===== config.mk =====
export PLATFORM = sky130hd
export DESIGN_NAME = serial_subtractor_ctrl
export DESIGN_NICKNAME = d
export VERILOG_FILES = /design/src/rtl/serial_sub_pkg.sv /design/src/rtl/sub_bit_cell.sv /design/src/rtl/serial_subtractor_ctrl.sv
export SDC_FILE = /design/constraint.sdc
export NUM_CORES = 1
export LEC_CHECK = 0
export ABC_CLOCK_PERIOD_IN_PS = 2450
export CAP_MARGIN = 20
export CELL_PAD_IN_SITES_DETAIL_PLACEMENT = 1
export CELL_PAD_IN_SITES_GLOBAL_PLACEMENT = 2
export CORE_UTILIZATION = 33
export DETAILED_ROUTE_END_ITERATION = 7
export PLACE_DENSITY = 0.94
export SLEW_MARGIN = 20
export SYNTH_ARGS = -nofsm -noshare
export SYNTH_HDL_FRONTEND = slang
export SYNTH_SLANG_ARGS = --single-unit

===== constraint.sdc =====
create_clock -name clk -period 2.45 [get_ports clk]
set_input_delay 0.245 -clock clk [delete_from_list [all_inputs] [get_ports clk]]
set_output_delay 0.245 -clock clk [all_outputs]
set_load 0.02 [all_outputs]

===== src/rtl/serial_sub_pkg.sv =====
// Shared types and constants for the bit-serial subtractor controller.
package serial_sub_pkg;

    localparam int DEFAULT_WIDTH = 8;

    typedef enum logic [1:0] {
        ST_IDLE = 2'd0,
        ST_RUN  = 2'd1,
        ST_DONE = 2'd2
    } state_t;

endpackage


===== src/rtl/sub_bit_cell.sv =====
// Combinational 1-bit full subtractor: ai - bi - br, built from two half-subtract stages.
module sub_bit_cell (
    input  logic ai,
    input  logic bi,
    input  logic br,
    output logic dbit,
    output logic brout
);

    logic d1;
    logic b1;
    logic b2;

    assign d1    = ai ^ bi;
    assign b1    = ~ai & bi;
    assign dbit  = d1 ^ br;
    assign b2    = ~d1 & br;
    assign brout = b1 | b2;

endmodule


===== src/rtl/serial_subtractor_ctrl.sv =====
// Bit-serial a - b controller, LSB first, one bit per clock through a single sub_bit_cell.
// Optional signed-overflow output enabled by defining SERIAL_SUB_SIGNED_OVF_EN.
module serial_subtractor_ctrl
    import serial_sub_pkg::*;
#(
    parameter int WIDTH = DEFAULT_WIDTH
) (
    input  logic             clk,
    input  logic             rst,
    input  logic             start,
    input  logic [WIDTH-1:0] a,
    input  logic [WIDTH-1:0] b,
    output logic             busy,
    output logic             done,
    output logic [WIDTH-1:0] d,
`ifdef SERIAL_SUB_SIGNED_OVF_EN
    output logic             ovf,
`endif
    output logic             bout
);

    localparam int CNT_W = $clog2(WIDTH + 1);

    state_t             state_q;
    logic [WIDTH-1:0]   a_sh_q;
    logic [WIDTH-1:0]   b_sh_q;
    logic [WIDTH-1:0]   res_q;
    logic [WIDTH-1:0]   res_d;
    logic [WIDTH-1:0]   dbit_msb;
    logic               borrow_q;
    logic [CNT_W-1:0]   cnt_q;
    logic               busy_q;
    logic               done_q;
    logic [WIDTH-1:0]   d_q;
    logic               bout_q;
    logic               last_bit;
    logic               cell_dbit;
    logic               cell_brout;

    sub_bit_cell u_cell (
        .ai    (a_sh_q[0]),
        .bi    (b_sh_q[0]),
        .br    (borrow_q),
        .dbit  (cell_dbit),
        .brout (cell_brout)
    );

    // New bit enters at the MSB; after WIDTH shifts bit 0 holds the LSB.
    always_comb begin
        dbit_msb            = '0;
        dbit_msb[WIDTH-1]   = cell_dbit;
        res_d               = (res_q >> 1) | dbit_msb;
    end

    assign last_bit = (cnt_q == CNT_W'(WIDTH - 1));

`ifdef SERIAL_SUB_SIGNED_OVF_EN
    logic ovf_q;
    // On the last bit the cell sees the operand MSBs and produces the result MSB.
    always_ff @(posedge clk) begin
        if (rst) begin
            ovf_q <= 1'b0;
        end else if (state_q == ST_RUN && last_bit) begin
            ovf_q <= (a_sh_q[0] ^ b_sh_q[0]) & (a_sh_q[0] ^ cell_dbit);
        end
    end
    assign ovf = ovf_q;
`endif

    always_ff @(posedge clk) begin
        if (rst) begin
            state_q  <= ST_IDLE;
            a_sh_q   <= '0;
            b_sh_q   <= '0;
            res_q    <= '0;
            borrow_q <= 1'b0;
            cnt_q    <= '0;
            busy_q   <= 1'b0;
            done_q   <= 1'b0;
            d_q      <= '0;
            bout_q   <= 1'b0;
        end else begin
            case (state_q)
                ST_IDLE: begin
                    done_q <= 1'b0;
                    if (start) begin
                        a_sh_q   <= a;
                        b_sh_q   <= b;
                        borrow_q <= 1'b0;
                        cnt_q    <= '0;
                        busy_q   <= 1'b1;
                        state_q  <= ST_RUN;
                    end
                end
                ST_RUN: begin
                    a_sh_q   <= a_sh_q >> 1;
                    b_sh_q   <= b_sh_q >> 1;
                    res_q    <= res_d;
                    borrow_q <= cell_brout;
                    cnt_q    <= cnt_q + 1'b1;
                    if (last_bit) begin
                        busy_q  <= 1'b0;
                        done_q  <= 1'b1;
                        d_q     <= res_d;
                        bout_q  <= cell_brout;
                        state_q <= ST_DONE;
                    end
                end
                ST_DONE: begin
                    done_q  <= 1'b0;
                    state_q <= ST_IDLE;
                end
                default: begin
                    busy_q  <= 1'b0;
                    done_q  <= 1'b0;
                    state_q <= ST_IDLE;
                end
            endcase
        end
    end

    assign busy = busy_q;
    assign done = done_q;
    assign d    = d_q;
    assign bout = bout_q;

endmodule

After elaboration in Yosys (flattened, before gate mapping)
Index checks and enable logic that the tools add are counted.
W data, S select, Z words.
{"block": "word_totals", "elab_cells": 47, "reg_bits": 42, "output_inout_bits": 11, "in_bits": 19}
{"block": "op_classes", "n_eq_ne": 5, "n_reduce_logical": 7, "bitwise_logic": 10, "addsub": 1, "mux": 14}
{"cell": "$pmux W8 S2", "count": 2}
{"cell": "$mux W8", "count": 2}
{"cell": "$or A7 B8 Y8", "count": 1}
{"cell": "$pmux W4 S2", "count": 1}
{"cell": "$reduce_and A2 Y1", "count": 3}
{"cell": "$add A4 B1 Y4 const B", "count": 1}
{"cell": "$eq A4 B3 Y1 const B", "count": 1}
{"cell": "$mux W2", "count": 2}
{"cell": "$mux W4", "count": 1}
{"cell": "$ne A2 B2 Y1 const B", "count": 2}
{"cell": "$not A1 Y1", "count": 4}
{"cell": "$pmux W2 S2", "count": 1}
{"cell": "$mux W1", "count": 3}
{"cell": "$pmux W1 S3", "count": 1}
{"cell": "$reduce_and A3 Y1", "count": 1}
{"cell": "$and A1 B1 Y1", "count": 2}
{"cell": "$eq A2 B1 Y1 const B", "count": 1}
{"cell": "$eq A2 B2 Y1 const B", "count": 1}
{"cell": "$logic_not A2 Y1", "count": 1}
{"cell": "$pmux W1 S2", "count": 1}
{"cell": "$reduce_bool A2 Y1", "count": 1}
{"cell": "$reduce_or A2 Y1", "count": 1}
{"cell": "$xor A1 B1 Y1", "count": 2}
{"cell": "$or A1 B1 Y1", "count": 1}

Depth between registers and ports, before layout
Gate-level depths: netlist (run 1).
{"block": "depth", "depth_word": 5, "mapped_depth": 6, "mapped_depth_nobuf": 4}

By module
Synthesis (run 1) repeated with hierarchy kept, for this count alone.
{"block": "hier_totals", "cells_unflattened": 196, "hier_area_um2": 1705.4}
{"module": "serial_subtractor_ctrl", "n_inst": 1, "seq_area_each_um2": 820.8, "cells_each": 192, "area_per_inst_um2": 1674.1}
{"module": "sub_bit_cell", "n_inst": 1, "seq_area_each_um2": 0.0, "cells_each": 4, "area_per_inst_um2": 31.3}

Worst setup path before layout (run 1)
OpenSTA, ideal clock, no wires.
{"block": "synth_timing", "kind": "register to register", "from": "reg cnt_q[0]", "to": "reg bout_q (netlist: bout)", "path_stages_with_launch": 5, "setup_slack_ns": 1.260, "n_path_buf": 1, "arrival_ns": 1.099, "required_time_ns": 2.359, "period_less_slack_ns": 1.190, "setup_ns": 0.091, "path_cell_list": "dfxtp_1 -> ha_1 -> and3b_1 -> buf_2 -> a311oi_1"}
{"block": "synth_via", "elab_chain_len": 2}
{"item": "from (decl)", "line_no": "serial_subtractor_ctrl.sv:31", "source": "logic [CNT_W-1:0] cnt_q;"}
{"item": "from (signal assigned)", "line_no": "serial_subtractor_ctrl.sv:100", "source": "cnt_q <= cnt_q + 1'b1;"}
{"item": "$eq A4 B3 Y1", "line_no": "serial_subtractor_ctrl.sv:55", "source": "assign last_bit = (cnt_q == CNT_W'(WIDTH - 1));"}
{"item": "$reduce_and A2 Y1 (no line)"}
{"item": "to (signal assigned)", "line_no": "serial_subtractor_ctrl.sv:105", "source": "bout_q <= cell_brout;"}
{"item": "to (decl)", "line_no": "serial_subtractor_ctrl.sv:35", "source": "logic bout_q;"}
No other way between the ends.
A chain may end at the register's enable or synchronous reset.

Final worst setup path (run 1)
{"block": "layout_timing", "from": "reg state_q[0]", "to": "reg b_sh_q[5]"}
{"block": "layout_via", "elab_chain_len": 3, "elab_cells_between_ends": 6, "cone_classes": "eq/ne (2); mux (1); reduce/logical (3)"}
{"item": "from (decl)", "line_no": "serial_subtractor_ctrl.sv:24", "source": "state_t state_q;"}
{"item": "from (signal assigned)", "line_no": "serial_subtractor_ctrl.sv:72", "source": "state_q <= ST_IDLE;"}
{"item": "from (signal assigned)", "line_no": "serial_subtractor_ctrl.sv:92", "source": "state_q <= ST_RUN;"}
{"item": "from (signal assigned)", "line_no": "serial_subtractor_ctrl.sv:106", "source": "state_q <= ST_DONE;"}
{"item": "$eq A2 B1 Y1 or $logic_not A2 Y1 (tied branches)", "line_no": "serial_subtractor_ctrl.sv:83", "source": "case (state_q)"}
{"item": "$reduce_bool A2 Y1 (no line) or $ne A2 B2 Y1 (tied branches)"}
{"item": "$reduce_and A2 Y1 (no line)"}
{"item": "to (signal assigned)", "line_no": "serial_subtractor_ctrl.sv:97", "source": "b_sh_q <= b_sh_q >> 1;"}
{"item": "to (decl)", "line_no": "serial_subtractor_ctrl.sv:26", "source": "logic [WIDTH-1:0] b_sh_q;"}
Several ways; a longest one is shown, not always the timed one.

==> results.toml, run 1 <==
[logic_synthesis]
synth.distinct_cells = 34
synth_nets = 213
yosys.area.top_type = "dfxtp_1"
yosys.cell_count.top_type = "dfxtp_1"
syn_area_um2 = 1690
yosysWarnings = 0
syn_avg_cell_area_um2 = 8.81
synth_top_cell_area_share_pct = 48.5
ys_ff_latch = 41
yosys-top-cells-area = "dfxtp_1 49%, nor2_1 5.1%, a21oi_1 5.0%, o2bb2ai_1 4.7%, a211oi_1 4.4%"
synthArstFlopShare_pct = 0
ys_seq_area_share_pct = 48.5
synth-edff-count = 0
netlist_instances = 192
synth_commonest_cells = "41 x dfxtp_1, 23 x nor2_1, 20 x nand2_1"
yosys_most_used_dff = "dfxtp_1"

[setup_path]
worstPathCellList = "buf_4 -> o21ba_2 -> nor2_1 -> a221o_1"
crit_end = "b_sh_q[5]"
rrSetupSlack_ns = 0.79
cp_max_fo = 13
crit_required_ns = 2.63
end_kind = "flip-flop"
worst-setup-path-type = "flip-flop to flip-flop"
rr_worst_depth = 4
crit_path_top_delay_cell = "dfxtp_1"
rr_startpoint = "state_q[0]"
slowest_delay_ns = 0.47
crit_path_start_kind = "flip-flop"
rr_endpoint = "b_sh_q[5]"
arrival_ns = 1.85
crit_path_start = "state_q[0]"

[status]
outcome = "complete, no violations"

[power_and_ir_drop]
worst_ir_drop_vdd_v = 0.000242
power_density_nw_per_um2 = 648
power.switching_mw = 0.352
swShare_pct = 25.8
power_frac_comb_pct = 13.9
p_leak_nw = 0.740
pwr-share-seq_pct = 53.5
intPower_mw = 1.01
p_clk_share_pct = 32.7

[drt]
drc_errors = 0
vias_per_cell = 5.11
wl_per_cell_um = 14.0
num_vias = 1452
ant_nets = 0
wl_um = 3980
drt_pass1_iterations = 4
drt_iter0_markers = 41

[timing]
finalCriticalPeriod_ns = 1.66
hold_viol = 0
fmax_mhz = 601
fin_skew_ns = 0.00425
rsz0062_at_grt = "false"
tns_ns = 0
relSlewSlack_pct = 59.6
finalSetupViolations = 0
worst_pin_slew_ns = 0.606
fin_crit_sh_pct = 67.9
finalMaxSlewViolations = 0

[grt]
grt_usage_pct = 16.7
grt_max_degree = 22
first_global_vias = 1399
antenna_found_initial = 0
overflow = 0
grt_pass1_wl_um = 6720

[clock_tree]
cts.sinks = 41
cts_max_level = 2
path_clk_slew_ns = 0.08
post_cts_buffers = 0
clk_latency_ns = 0.29
cts_tree = "built"
cts_resized = 0
ctsHoldBuffers = 0
cts_buffers = 5
root_buffer = "clkbuf_8"
cts_buffer_depth = 2

[floorplanning]
die_x_um = 73.6
io_pins = 30
fp.coreArea_um2 = 4820
rows = 25
start_util_pct = 35.1
die_height_um = 73.6
die_area_um2 = 5420

[place]
portBuffers = 29
gp_congestion = 0.847
dp_hpwl_um = 2850

[layout]
antenna_cells = 0
layout-drive-gt1-share_pct = 5.99
syn2layout_area_growth_pct = 24.6
final_util_pct = 43.7
nets = 238

[hold_path]
hp-class = "flip-flop to flip-flop"

[job]
cap_violations = 0
-- per-layer routing --
layer	share of wire (%)	track usage, %
met4	2.0	6.62
met2	48	26.6
met1	48	21.6
met3	2.8	4.12
met5	0	0
-- critical path, delay by kind of cell, from the launching register on --
family | cells | cell delay (ns)
buf+inv | 1 | 0.26
compound gates | 2 | 0.63
simple gates | 1 | 0.18
flops | 1 | 0.47
-- worst min-delay path by stage --
stage / cells past startpoint / end / start / slack (ns)
after floorplan: 1 / a_sh_q[7] / a[7] / 0.38
final: 2 / res_q[1] / res_q[1] / 0.46
after global placement: 1 / borrow_q / borrow_q / 0.44
after detailed placement: 2 / res_q[1] / res_q[1] / 0.45
after CTS: 2 / res_q[1] / res_q[1] / 0.47
after global routing: 2 / res_q[1] / res_q[1] / 0.50
-- state kept, by name, summed over array words and instances, names as in the netlist --
name      flops
d             8
b_sh_q        8
a_sh_q        8
borrow_q      1
cnt_q         4
done          1
busy          1
bout          1
state_q       2
res_q         7
-- power groups by stage --
stage | Sequential, mW | Clock (mW) | Combinational [mW]
CTS | 0.729 | 0.453 | 0.191
global placement | 0.743 | 0 | 0.187
global route | 0.734 | 0.497 | 0.211
finish | 0.730 | 0.446 | 0.189
detailed placement | 0.745 | 0 | 0.191
floorplan | 0.736 | 0 | 0.132
-- final cells by class --
class	count	area [µm²]
Fill cell	588	2710
Sequential cell	41	821
Multi-Input combinational cell	131	773
Timing Repair Buffer	34	328
Clock buffer	7	86.3
Tap cell	67	83.8
Inverter	4	15.0
-- cells by family (layout without fill, tap and decap cells) --
kind of cell             count (synthesis)  count (layout)  synth area share [%]
buffers and inverters                   20              45                  5.77
adder cells (fa/ha/maj)                  2               2                  1.92
AND/OR/NAND/NOR                         65              65                  17.6
flip-flops                              41              41                  48.5
multiplexers                             1               1                 0.592
AO/OA/AOI/OAI                           63              63                  25.6
-- per-stage QoR --
| step | hold WS, ns | power [mW] | instance area [µm²] | std cells | setup WS, ns |
|---|---|---|---|---|---|
| 2_1_floorplan | 0.378 | 0.869 | 1690 | 192 | 1.26 |
| 3_3_place_gp | 0.444 | 0.930 | 2020 | 277 | 0.722 |
| 3_5_place_dp | 0.454 | 0.936 | 2020 | 277 | 0.661 |
| 4_1_cts | 0.465 | 1.37 | 2110 | 284 | 0.802 |
| 5_1_grt | 0.497 | 1.44 | 2110 | 284 | 0.714 |
| 6_report | 0.461 | 1.36 | 2110 | 284 | 0.786 |
-- layout by cell type (no fill, tap or decap), types with 2 or more instances in the layout --
cell / n
a221o_1: 3
clkdlybuf4s50_1: 29
nand2_1: 20
o21ai_0: 10
nor3_1: 2
buf_4: 5
nand3_1: 10
and2_1: 3
a21o_1: 2
a211oi_1: 10
nor2_1: 23
a221oi_1: 2
a21oi_1: 17
o2bb2ai_1: 9
clkbuf_8: 6
a22o_1: 3
nand2b_1: 2
inv_1: 4
dfxtp_1: 41
o22ai_1: 2
No activity file was read; power rests on OpenSTA's default activity.
==> run 2: changes to the inputs <==
--- a/config.mk
+++ b/config.mk
@@ -5,13 +5,13 @@
 export SDC_FILE = /design/constraint.sdc
 export NUM_CORES = 1
 export LEC_CHECK = 0
-export ABC_CLOCK_PERIOD_IN_PS = 2450
+export ABC_CLOCK_PERIOD_IN_PS = 1700
 export CAP_MARGIN = 20
 export CELL_PAD_IN_SITES_DETAIL_PLACEMENT = 1
 export CELL_PAD_IN_SITES_GLOBAL_PLACEMENT = 2
-export CORE_UTILIZATION = 33
+export CORE_UTILIZATION = 31
 export DETAILED_ROUTE_END_ITERATION = 7
-export PLACE_DENSITY = 0.94
+export PLACE_DENSITY = 0.9
 export SLEW_MARGIN = 20
 export SYNTH_ARGS = -nofsm -noshare
 export SYNTH_HDL_FRONTEND = slang
==> constraint.sdc (replaced) <==
create_clock -name clk -period 1.7 [get_ports clk]
set_input_delay 0.17 -clock clk [delete_from_list [all_inputs] [get_ports clk]]
set_output_delay 0.17 -clock clk [all_outputs]
set_load 0.02 [all_outputs]
==> results.toml, run 2 (synthesized netlist as in run 1, its figures left out) <==
[status]
outcome = "complete, no violations"

[setup_path]
crit_path_start_kind = "flip-flop"
rr_worst_depth = 4
worst-setup-path-type = "flip-flop to flip-flop"
cpLargestDelayFamily = "simple AND/OR/NAND/NOR gates"
crit_required_ns = 1.91
crit_path_top_delay_cell = "and3b_1"
rrSetupSlack_ns = 0.19
end_kind = "flip-flop"
slowest_delay_ns = 0.44
rr_startpoint = "cnt_q[0]"
cp_max_fo = 11
crit_buf_inv = 0
arrival_ns = 1.72
rr_endpoint = "bout"
worstPathCellList = "ha_1 -> and3b_1 -> a21oi_1 -> a311oi_1"

[layout]
design_area_um2 = 2140
layout_common_cells = "41 x dfxtp_1, 29 x clkdlybuf4s50_1, 23 x nor2_1"
final_util_pct = 41.3
mostFrequentLayoutCell = "dfxtp_1"
layout-drive-gt1-share_pct = 7.73
nets = 240
antenna_cells = 0
syn2layout_area_growth_pct = 26.3
n_fill_cell = 607
multiInputGateArea_um2 = 773
seq_area_um2 = 821
instances_no_fill = 290

[clock_tree]
cts_buffers = 5
cts_max_level = 2
clk_latency_ns = 0.29
path_clk_slew_ns = 0.08
post_cts_buffers = 0
cts.sinks = 41
ctsHoldBuffers = 0
cts_tree = "built"
cts_resized = 0
root_buffer = "clkbuf_8"
cts_buffer_depth = 2

[floorplanning]
die_height_um = 75.9
fp.coreArea_um2 = 5170
io_pins = 30
start_util_pct = 32.7
rows = 26
die_area_um2 = 5760
die_x_um = 75.9

[grt]
grt_pass1_wl_um = 6730
grt_max_degree = 23
grt_usage_pct = 16.3
antenna_found_initial = 0
overflow = 0
first_global_vias = 1403

[power_and_ir_drop]
power_density_nw_per_um2 = 942
p_leak_nw = 0.757
power_mw = 2.01
worst_ir_drop_vdd_v = 0.000473

[timing]
fin_crit_sh_pct = 88.8
fmax_mhz = 662
rsz0062_at_grt = "false"
tns_ns = 0
finalCriticalPeriod_ns = 1.51
hold_viol = 0
relSlewSlack_pct = 66.5
fin_skew_ns = 0.00741
finalMaxSlewViolations = 0
worst_pin_slew_ns = 0.501
finalSetupViolations = 0

[drt]
wl_per_cell_um = 14.5
drt_pass1_iterations = 4
wl_um = 4210
drt_iter0_markers = 86
ant_nets = 0
vias_per_cell = 5.06
num_vias = 1466
drc_errors = 0

[place]
place_area_um2 = 2040
place_inst = 282
gp_congestion = 0.820
portBuffers = 29
dp_hpwl_um = 2940

[hold_path]
hp-class = "flip-flop to flip-flop"
hold_start = "borrow_q"
hold_depth = 1
hold_end = "borrow_q"

[job]
cap_violations = 0
-- run 2: changes by cell type in the layout (fill, tap and decap cells not counted), sizes merged --
| cell | change |
|---|---|
| clkinv | +2 |
| buf | +2 |
| clkbuf | -1 |
-- run 2: report_power, final --
part           internal, mW  leakage [nW]  switching [mW]
clock network         0.329        0.0512           0.349
registers              1.01         0.335          0.0366
logic                 0.131         0.371           0.153
total                  1.47         0.757           0.539
-- run 2: cell type report --
type	count	share of cell area, %
flip-flops and latches	41	38.4
multi-input cells	131	36.2
repair buffers	36	16.1
well taps	70	4.10
clock buffers	6	3.87
inverters	4	0.703
clock inverters	2	0.644
-- run 2: routing by layer --
layer	track usage, %	vias up	part of all wire [%]
li1	-	736	-
met1	21.3	696	47
met2	24.9	29	48
met3	5.16	5	3.9
met4	6.79	0	1.5
met5	0	-	0
-- run 2: worst max-delay path by stage --
stage,start,end,slack [ns],cells past startpoint
finish,cnt_q[0],bout,0.19,4
global route,cnt_q[0],bout,0.06,4
CTS,cnt_q[0],bout,0.16,4
detailed placement,start,b_sh_q[1],0.09,4
global placement,rst,b_sh_q[1],0.18,4
floorplan,cnt_q[0],bout,0.51,4
-- run 2: per-stage QoR --
step	worst slack, ns	hold slack (ns)
after floorplan	0.510	0.303
after global placement	0.176	0.446
after detailed placement	0.0944	0.449
after CTS	0.163	0.469
after global routing	0.0560	0.464
final	0.190	0.463
==> run 3: changes to the inputs <==
--- a/config.mk
+++ b/config.mk
@@ -9,10 +9,10 @@
 export CAP_MARGIN = 20
 export CELL_PAD_IN_SITES_DETAIL_PLACEMENT = 1
 export CELL_PAD_IN_SITES_GLOBAL_PLACEMENT = 2
+export CORE_MARGIN = 2
 export CORE_UTILIZATION = 31
 export DETAILED_ROUTE_END_ITERATION = 7
 export PLACE_DENSITY = 0.9
-export SLEW_MARGIN = 20
 export SYNTH_ARGS = -nofsm -noshare
 export SYNTH_HDL_FRONTEND = slang
 export SYNTH_SLANG_ARGS = --single-unit
==> results.toml, run 3 (synthesized netlist as in run 1, its figures left out) <==
[clock_tree]
cts_buffer_depth = 2
clk_latency_ns = 0.30
ctsHoldBuffers = 0
cts.sinks = 41
cts_buffers = 5
cts_resized = 0
cts_max_level = 2
path_clk_slew_ns = 0.08
cts_tree = "built"
post_cts_buffers = 0
root_buffer = "clkbuf_8"

[job]
cap_violations = 0

[power_and_ir_drop]
p_leak_nw = 0.775
worst_ir_drop_vdd_v = 0.000345
power.switching_mw = 0.529
swShare_pct = 26.4
p_clk_share_pct = 33.0
intPower_mw = 1.47
power_mw = 2.00
power_frac_comb_pct = 14.4
pwr-share-seq_pct = 52.6
power_density_nw_per_um2 = 923

[drt]
ant_nets = 0
vias_per_cell = 4.99
wl_um = 4310
drt_iter0_markers = 70
num_vias = 1467
wl_per_cell_um = 14.7
drt_pass1_iterations = 4
drc_errors = 0

[place]
portBuffers = 29
gp_congestion = 0.824
place_area_um2 = 2080
place_inst = 287
dp_hpwl_um = 3120

[hold_path]
hp-class = "flip-flop to flip-flop"

[floorplanning]
rows = 26
io_pins = 30
die_x_um = 77.9
fp.coreArea_um2 = 5170
die_area_um2 = 6060
start_util_pct = 32.7
die_height_um = 77.9

[setup_path]
slowest_delay_ns = 0.53
crit_path_start = "state_q[1]"
path_depth = 3
rrSetupSlack_ns = 0.21
rr_startpoint = "state_q[1]"
rr_endpoint = "b_sh_q[1]"
crit_path_top_delay_cell = "dfxtp_1"
crit_path_start_kind = "flip-flop"
worst-setup-path-type = "flip-flop to flip-flop"
worstPathCellList = "nand2b_1 -> nor2_1 -> a221o_1"
crit_required_ns = 1.89
end_kind = "flip-flop"
rr_worst_depth = 3
arrival_ns = 1.68
cpLargestDelayFamily = "flip-flops"
crit_buf_inv = 0
crit_end = "b_sh_q[1]"
cp_max_fo = 8

[timing]
fin_crit_sh_pct = 87.8
tns_ns = 0
finalMaxSlewViolations = 0
rsz0062_at_grt = "false"
fin_skew_ns = 0.00507
hold_viol = 0
finalCriticalPeriod_ns = 1.49
fmax_mhz = 670
worst_pin_slew_ns = 0.479
relSlewSlack_pct = 68.0
finalSetupViolations = 0

[grt]
grt_max_degree = 23
grt_pass1_wl_um = 7250
first_global_vias = 1531
grt_usage_pct = 15.2
overflow = 0
antenna_found_initial = 0

[layout]
syn2layout_area_growth_pct = 28.1
instances_no_fill = 294
design_area_um2 = 2170
layout-drive-gt1-share_pct = 9.38
nets = 245
antenna_cells = 0
layout_common_cells = "41 x dfxtp_1, 29 x clkdlybuf4s50_1, 23 x nor2_1"
mostFrequentLayoutCell = "dfxtp_1"

[status]
outcome = "complete, no violations"
-- run 3: changes by cell type in the layout (fill, tap and decap cells not counted) --
cell / previous run / this run
clkinv_2: 1 / 0
clkinvlp_4: 0 / 1
clkinv_4: 1 / 0
buf_4: 7 / 12
-- run 3: routing by layer --
layer	up-vias	part of all wire, %	GRT usage (%)
met4	0	1.1	7.68
met3	7	3.9	3.37
met1	689	47	19.1
met5	-	0	0
met2	30	48	24.5
li1	741	-	-
-- run 3: power groups by stage --
stage               Clock [mW]  Combinational, mW  Sequential, mW
floorplan                    0              0.191            1.06
global placement             0              0.283            1.07
detailed placement           0              0.291            1.07
CTS                      0.693              0.292            1.05
global route             0.718              0.321            1.06
finish                   0.659              0.288            1.05
-- run 3: per-stage QoR --
stage | worst slack, ns | hold slack [ns] | utilization, %
floorplan | 0.510 | 0.303 | -
global placement | 0.176 | 0.444 | 40.2
detailed placement | 0.163 | 0.449 | 40.2
CTS | 0.170 | 0.467 | 41.9
global route | 0.0861 | 0.480 | 41.9
finish | 0.208 | 0.462 | 41.9
-- run 3: worst min-delay path by stage --
stage / from / cells after the start / end
6_report: borrow_q / 1 / borrow_q
5_1_grt: res_q[1] / 2 / res_q[1]
4_1_cts: borrow_q / 1 / borrow_q
3_5_place_dp: borrow_q / 1 / borrow_q
3_3_place_gp: borrow_q / 1 / borrow_q
2_1_floorplan: a[7] / 1 / a_sh_q[7]
-- run 3: area by class of cell --
| cell class | instances | area (µm²) |
|---|---|---|
| Timing Repair Buffer | 41 | 380 |
| Fill cell | 617 | 3010 |
| Tap cell | 70 | 87.6 |
| Inverter | 4 | 15.0 |
| Clock inverter | 1 | 7.51 |
| Sequential cell | 41 | 821 |
| Clock buffer | 6 | 82.6 |
| Multi-Input combinational cell | 131 | 773 |
